File: config.mk
export PLATFORM = sky130hd
export DESIGN_NAME = pram_fifo
export DESIGN_NICKNAME = d
export VERILOG_FILES = /design/src/rtl/pram_fifo.sv
export SDC_FILE = /design/constraint.sdc
export NUM_CORES = 2
export LEC_CHECK = 0
export CELL_PAD_IN_SITES_DETAIL_PLACEMENT = 1
export CELL_PAD_IN_SITES_GLOBAL_PLACEMENT = 2
export CORE_ASPECT_RATIO = 1.2
export CORE_MARGIN = 1.5
export CORE_UTILIZATION = 54
export CTS_BUF_LIST = sky130_fd_sc_hd__clkbuf_16
export CTS_CLUSTER_DIAMETER = 100
export DETAILED_ROUTE_END_ITERATION = 10
export PLACE_DENSITY = 0.92
export SETUP_SLACK_MARGIN = 0.05
export SYNTH_ARGS = -nofsm -noshare
export SYNTH_HDL_FRONTEND = slang
export SYNTH_SLANG_ARGS = --single-unit
File: constraint.sdc
create_clock -name clk -period 8.5 [get_ports clk]
set_input_delay 1.7 -clock clk [delete_from_list [all_inputs] [get_ports clk]]
set_output_delay 1.7 -clock clk [all_outputs]
set_load 0.01 [all_outputs]
File: src/rtl/pram_fifo.sv
// Command FIFO between CPU and Painter.
// Packs halfword pairs into 32-bit line commands and queues them.
module pram_fifo #(
    parameter int DEPTH  = 64,
    parameter int ADDR_W = 6
) (
    input  logic              clk,
    input  logic              reset,
    input  logic              cpu_we,
    input  logic [15:0]       cpu_wdata,
    input  logic              flush,
    input  logic              re,
    output logic [31:0]       PRAMdata,
    output logic              empty,
    output logic              full,
    output logic [ADDR_W:0]   count,
    output logic              half_pending,
    output logic              overflow,
    output logic              underflow
);

    typedef enum logic {
        S_IDLE = 1'b0,
        S_HALF = 1'b1
    } asm_state_t;

    localparam logic [ADDR_W:0] LP_DEPTH = (ADDR_W+1)'(DEPTH);
    localparam logic [15:0]     LP_SWAP  = 16'hFFFF;

    asm_state_t        r_state;
    asm_state_t        w_state_nxt;
    logic [15:0]       r_hi;
    logic [31:0]       r_mem [DEPTH];
    logic [ADDR_W-1:0] r_rptr;
    logic [ADDR_W-1:0] r_wptr;
    logic [ADDR_W:0]   r_count;
    logic [31:0]       r_data;
    logic              r_ovf;
    logic              r_udf;

    logic              w_push_req;
    logic              w_load_hi;
    logic [31:0]       w_push_word;
    logic              w_full;
    logic              w_empty;
    logic              w_pop;
    logic              w_push;
    logic              w_drop;
    logic              w_udf;

    assign w_full  = (r_count == LP_DEPTH);
    assign w_empty = (r_count == '0);
    assign w_pop   = re & ~w_empty & ~flush;
    assign w_udf   = re & w_empty & ~flush;
    // A full queue still accepts a push when a pop frees a slot this cycle
    assign w_push  = w_push_req & (~w_full | w_pop);
    assign w_drop  = w_push_req & ~w_push;

    // Assembler state register
    always_ff @(posedge clk) begin
        if (!reset) begin
            r_state <= S_IDLE;
        end else begin
            r_state <= w_state_nxt;
        end
    end

    // Assembler next state; FFFF in HALF is ordinary low data
    always_comb begin
        w_state_nxt = r_state;
        if (flush) begin
            w_state_nxt = S_IDLE;
        end else if (cpu_we) begin
            unique case (r_state)
                S_IDLE: begin
                    if (cpu_wdata != LP_SWAP) begin
                        w_state_nxt = S_HALF;
                    end
                end
                S_HALF: begin
                    w_state_nxt = S_IDLE;
                end
                default: begin
                    w_state_nxt = S_IDLE;
                end
            endcase
        end
    end

    // Assembler outputs: push request, hi capture and the word to queue
    always_comb begin
        w_push_req  = 1'b0;
        w_load_hi   = 1'b0;
        w_push_word = {r_hi, cpu_wdata};
        if (cpu_we && !flush) begin
            unique case (r_state)
                S_IDLE: begin
                    if (cpu_wdata == LP_SWAP) begin
                        w_push_req  = 1'b1;
                        w_push_word = 32'hFFFF_FFFF;
                    end else begin
                        w_load_hi = 1'b1;
                    end
                end
                S_HALF: begin
                    w_push_req = 1'b1;
                end
                default: begin
                    w_push_req = 1'b0;
                end
            endcase
        end
    end

    // High halfword holding register
    always_ff @(posedge clk) begin
        if (!reset) begin
            r_hi <= '0;
        end else if (w_load_hi) begin
            r_hi <= cpu_wdata;
        end
    end

    // Storage array; contents need no reset since count guards reads
    always_ff @(posedge clk) begin
        if (w_push) begin
            r_mem[r_wptr] <= w_push_word;
        end
    end

    // Pointers and occupancy counter
    always_ff @(posedge clk) begin
        if (!reset || flush) begin
            r_rptr  <= '0;
            r_wptr  <= '0;
            r_count <= '0;
        end else begin
            if (w_push) begin
                r_wptr <= r_wptr + 1'b1;
            end
            if (w_pop) begin
                r_rptr <= r_rptr + 1'b1;
            end
            unique case ({w_push, w_pop})
                2'b10:   r_count <= r_count + 1'b1;
                2'b01:   r_count <= r_count - 1'b1;
                default: r_count <= r_count;
            endcase
        end
    end

    // Read data register; holds across flush and empty reads
    always_ff @(posedge clk) begin
        if (!reset) begin
            r_data <= '0;
        end else if (w_pop) begin
            r_data <= r_mem[r_rptr];
        end
    end

    // Sticky error flags
    always_ff @(posedge clk) begin
        if (!reset || flush) begin
            r_ovf <= 1'b0;
            r_udf <= 1'b0;
        end else begin
            if (w_drop) begin
                r_ovf <= 1'b1;
            end
            if (w_udf) begin
                r_udf <= 1'b1;
            end
        end
    end

    assign PRAMdata     = r_data;
    assign empty        = w_empty;
    assign full         = w_full;
    assign count        = r_count;
    assign half_pending = (r_state == S_HALF);
    assign overflow     = r_ovf;
    assign underflow    = r_udf;

endmodule

==> run summary <==
The logs give 65 for the top-level I/O count and 3.97 ns for the flop-to-flop setup slack. TritonCTS created 187 clock buffers. Detailed routing inserted a total of 42800 vias.

Minimum clock period: 6.17 ns. The final-report hold violation count was 0; the share of the synthesized area in the top cell type was 0.755. The number of placed instances, taps included, is 5767. On the final layout, the worst clock skew is 0.0362 ns. The worst relative slew slack is 0.0591, and the clock edge transition at the registers on the reported setup and hold paths is 0.06 ns.

The complex-gate fraction of the synthesized area is 0.0337, and the share of synthesized cell area in and, or, nand and nor gates is 0.0208. After synthesis, the cell types taking the most area are sky130_fd_sc_hd__edfxtp_1 (76%), sky130_fd_sc_hd__mux4_2 (11%), sky130_fd_sc_hd__mux2i_1 (3.9%), sky130_fd_sc_hd__dfxtp_1 (1.7%), sky130_fd_sc_hd__o22ai_1 (0.60%). The tree is rooted in a sky130_fd_sc_hd__clkbuf_16. The region available for standard cell placement spans 149000 um2. The die outline area is 153000 um2. Dividing the detail-routed via count by the number of cells gives 6.99. The sequential share of the synthesized area was 0.772; the final critical-path share of the clock period was 0.726.

The switching part of the total power came out at 0.204. Timing analysis after detailed placement gives a worst setup slack of 1.90 ns. The combinational group share of total power came out at 0.013. The routed wirelength normalized by instance count is 39.4 um. In this run, synthesis produced a sequential element count of 2118.

The count of non-filler cells in the finished layout came out at 6119. Yosys printed 0 warnings. The adder-cell share of the synthesized area was 0.00132. The category of the most critical setup path is in -> reg.

The number of different library cells used by synthesis comes to 68. Number of buffers added to fix hold violations after cts: 0. The highest-delay cell along the critical path was sky130_fd_sc_hd__nor2_4.

Data arrives at the worst endpoint at 6.61 ns. For the pin with the worst max-slew slack, the measured transition is 1.41 ns. The initialized floorplan defines 155 standard-cell rows. The tools report the H-tree level count as 4. At the worst endpoint, the required time is 8.94 ns. The total routing usage reported by global routing is 0.319.

The initial antenna violation count is 13. The dominant combinational cell family by area after synthesis was multiplexers. The worst hold path terminates at PRAMdata[26].

STA classifies the critical path endpoint as a flip-flop. The synthesized netlist occupies a cell area of 81400 um2. The final worst slack was 2.33 ns; the global-route wire length before repair was 342000 um. The number of pins exceeding their max-slew limit in the final report was 0.

The maximum vdd ir drop is 0.000242 V. For the worst-skew pair, the clock arrives at the later sink with an insertion delay of 0.86 ns. For the maximum frequency from static timing analysis, the log shows 162 MHz. The tools report the endpoint of the worst register-to-register path as PRAMdata[15]. The final layout contains 4023 nets. The cell area power density was 223 nW/um2. Number of buffers added on ports: 64. The area growth from synthesis to layout was 11.3%. The mean area per synthesized cell is 21.1 um2, and the post-CTS setup repair buffer count is 0. For this run, design rule violations remaining after detail routing come to 0.

The number of nets with antenna violations after routing is 0, and the leakage power figure is 28.5 nW. The clock share of power is 0.422. The congestion estimate from routability-driven global placement came to 0.841. The depth of the most critical reg-to-reg path was 9; the cell internal power dissipation was 0.0161 W.

Measured along the y axis, the die boundary spans 428 um. The number of enable-type register cells in the synthesized netlist is 2048, and the synthesized instance count is 3855. The fraction of registers with async set/reset works out to 0. The delay of the slowest critical-path stage is 1.43 ns. Setup repair after global routing left no endpoint under its margin. The run gives 0.565 as the proportion of power drawn by flip-flops and latches.

The prevailing post-synth register cell is sky130_fd_sc_hd__edfxtp_1. TritonCTS built the clock tree. The first detailed-routing pass took 5 iterations.

In this run the critical register-to-register path is launched from r_rptr[2]. For the remaining global-route overflow, the log shows 0. Entering global routing, the biggest net connects 112 pins. The tightest min-delay check is of the reg -> reg type.

CTS saw 2118 sinks. For the number of design-rule violations left by the first detailed-router iteration, the log shows 6429. The max-cap check violation count is 0, and the worst hold slack across all endpoints is 0.446 ns. The ratio of cells with drive above 1 in the final layout was 0.220; the total wire length after detailed routing was 241000 um. Of all nets on the critical path, the largest fanout is 66. Detailed placement ended at an HPWL of 136000 um. The XOR/XNOR share of the synthesized area was 0.00140; the maximum count of clock buffers along a single path was 3. The logs give 0.608 for the end-of-flow core utilization and 0 for the final setup violation count.

The initial standard-cell utilization of the core was 0.546; the net load switching power was 0.00414 W. The number of inserted filler cells in the final layout is 12100. The run gives 44700 as the via count of the first global-routing pass. The sort of element at the start of the critical path is an input pin.

The run finished with clean final reports. Walking the worst path, the cells encountered are buf_2 -> nand4_1 -> nor4_2 -> o211ai_1 -> nor2_1 -> nand3b_1 -> nor2_4. Cell taking the most area after synthesis: sky130_fd_sc_hd__edfxtp_1. The tools report the aggregate negative setup slack as 0 ns. Along the worst hold path, the cell count comes to 2.

Gates resized during post-CTS repair numbered 0. The mux share of post-synthesis cell area is 0.152, and the die boundary width is 358 um. The tools report the worst hold path startpoint as PRAMdata[26].

The number of nets handed over by synthesis was 3884.
-- worst max-delay path: cells and delay by family --
kind	cells	cell delay (ns)
AND/OR/NAND/NOR	5	3.62
AO/OA/AOI/OAI	1	0.31
buffers and inverters	1	0.89
-- worst max-delay path by stage --
stage	slack [ns]	endpoint	cells past startpoint	from
floorplan	3.83	r_mem[61][0]	6	cpu_wdata[6]
global placement	2.38	r_mem[34][26]	8	cpu_wdata[11]
detailed placement	1.90	r_mem[34][16]	7	cpu_wdata[10]
CTS	2.47	r_mem[10][29]	7	cpu_wdata[10]
global route	2.18	r_mem[10][16]	7	cpu_wdata[10]
finish	2.33	r_mem[10][16]	7	cpu_wdata[10]
-- registers in the layout (all words and copies together), names as in the netlist --
signal	cells
PRAMdata	32
count	7
half_pending	1
overflow	1
r_hi	16
r_mem	2048
r_rptr	6
r_wptr	6
underflow	1
-- power groups by stage --
stage | sequential (W) | clock (W) | combinational, W
floorplan | 0.0117 | 0 | 0.000111
finish | 0.0114 | 0.00855 | 0.000256
detailed placement | 0.0117 | 0 | 0.000246
global route | 0.0114 | 0.00885 | 0.000263
global placement | 0.0117 | 0 | 0.000224
CTS | 0.0114 | 0.00857 | 0.000249
-- cell usage after synthesis, types with 4 or more instances --
library cell,n
sky130_fd_sc_hd__nor3_1,27
sky130_fd_sc_hd__nand3b_1,9
sky130_fd_sc_hd__a2111oi_0,5
sky130_fd_sc_hd__o22ai_1,78
sky130_fd_sc_hd__buf_6,35
sky130_fd_sc_hd__a22oi_1,57
sky130_fd_sc_hd__nand4_1,7
sky130_fd_sc_hd__nor2_1,116
sky130_fd_sc_hd__mux2i_1,317
sky130_fd_sc_hd__nand2_1,91
sky130_fd_sc_hd__buf_1,19
sky130_fd_sc_hd__mux4_2,404
sky130_fd_sc_hd__dfxtp_1,70
sky130_fd_sc_hd__a21oi_1,46
sky130_fd_sc_hd__mux4_1,4
sky130_fd_sc_hd__o21ai_0,38
sky130_fd_sc_hd__nand3_1,19
sky130_fd_sc_hd__and2_1,7
sky130_fd_sc_hd__o21ai_1,16
sky130_fd_sc_hd__inv_1,9
sky130_fd_sc_hd__clkbuf_1,88
sky130_fd_sc_hd__a32oi_1,8
sky130_fd_sc_hd__a221o_1,9
sky130_fd_sc_hd__o221ai_1,33
sky130_fd_sc_hd__buf_4,29
sky130_fd_sc_hd__xor2_1,7
sky130_fd_sc_hd__ha_1,7
sky130_fd_sc_hd__or3b_2,4
sky130_fd_sc_hd__a31oi_1,10
sky130_fd_sc_hd__a211oi_1,55
sky130_fd_sc_hd__xnor2_1,6
sky130_fd_sc_hd__edfxtp_1,2048
sky130_fd_sc_hd__buf_2,48
sky130_fd_sc_hd__a22o_1,17
sky130_fd_sc_hd__buf_12,5
sky130_fd_sc_hd__nor2b_1,31
sky130_fd_sc_hd__nand2b_1,22
sky130_fd_sc_hd__buf_8,6
-- kinds of logic (layout without fill, tap and decap cells) --
logic type / count (synthesis) / count (layout)
other: 0 / 3
buffers and inverters: 240 / 539
flip-flops: 2118 / 2118
AND/OR/NAND/NOR: 354 / 354
adder cells (fa/ha/maj): 8 / 8
multiplexers: 726 / 726
AO/OA/AOI/OAI: 396 / 396
XOR/XNOR: 13 / 13
-- layout by cell type (no fill, tap or decap), types with 26 or more instances in the layout --
master / Yosys / routed
sky130_fd_sc_hd__edfxtp_1: 2048 / 2048
sky130_fd_sc_hd__mux4_2: 404 / 404
sky130_fd_sc_hd__mux2i_1: 317 / 317
sky130_fd_sc_hd__clkbuf_16: 0 / 191
sky130_fd_sc_hd__buf_4: 29 / 111
sky130_fd_sc_hd__nand2_1: 91 / 91
sky130_fd_sc_hd__o22ai_1: 78 / 78
sky130_fd_sc_hd__dfxtp_1: 70 / 65
sky130_fd_sc_hd__nor2_4: 0 / 64
sky130_fd_sc_hd__a22oi_1: 57 / 57
sky130_fd_sc_hd__a211oi_1: 55 / 55
sky130_fd_sc_hd__nor2_1: 116 / 50
sky130_fd_sc_hd__clkdlybuf4s50_1: 0 / 48
sky130_fd_sc_hd__a21oi_1: 46 / 46
sky130_fd_sc_hd__clkinv_1: 0 / 46
sky130_fd_sc_hd__inv_1: 9 / 45
sky130_fd_sc_hd__o21ai_0: 38 / 38
sky130_fd_sc_hd__clkinv_2: 0 / 37
sky130_fd_sc_hd__o221ai_1: 33 / 33
sky130_fd_sc_hd__nor3_1: 27 / 27
sky130_fd_sc_hd__nor2b_1: 31 / 26
-- cell type report --
cell class                 count  area (um2)  area share
sequential                  2118       62900       0.694
tap                         1962        2450      0.0271
inverter                       9        33.8    0.000373
clock buffer                 191        4780      0.0527
timing repair buffer         181        1510      0.0167
multi-input combinational   1497       17600       0.195
antenna                        3        7.51   0.0000828
clock inverter               158        1290      0.0142
-- layer usage --
metal	part of all wire	up-vias	routed length, um	global-route usage
met1	0.35	22400	83500	0.412
met3	0.10	680	24900	0.0652
met4	0.054	14	12900	0.152
met5	0.00039	-	93	0
met2	0.50	3281	119000	0.521
li1	-	16400	-	-
-- stage by stage --
step | area [um2] | total power [W]
finish | 90600 | 0.0202
global route | 90600 | 0.0205
CTS | 90600 | 0.0203
detailed placement | 84600 | 0.0119
global placement | 84600 | 0.0119
floorplan | 81400 | 0.0118
Note: power is estimated with default switching activity, not from simulation.
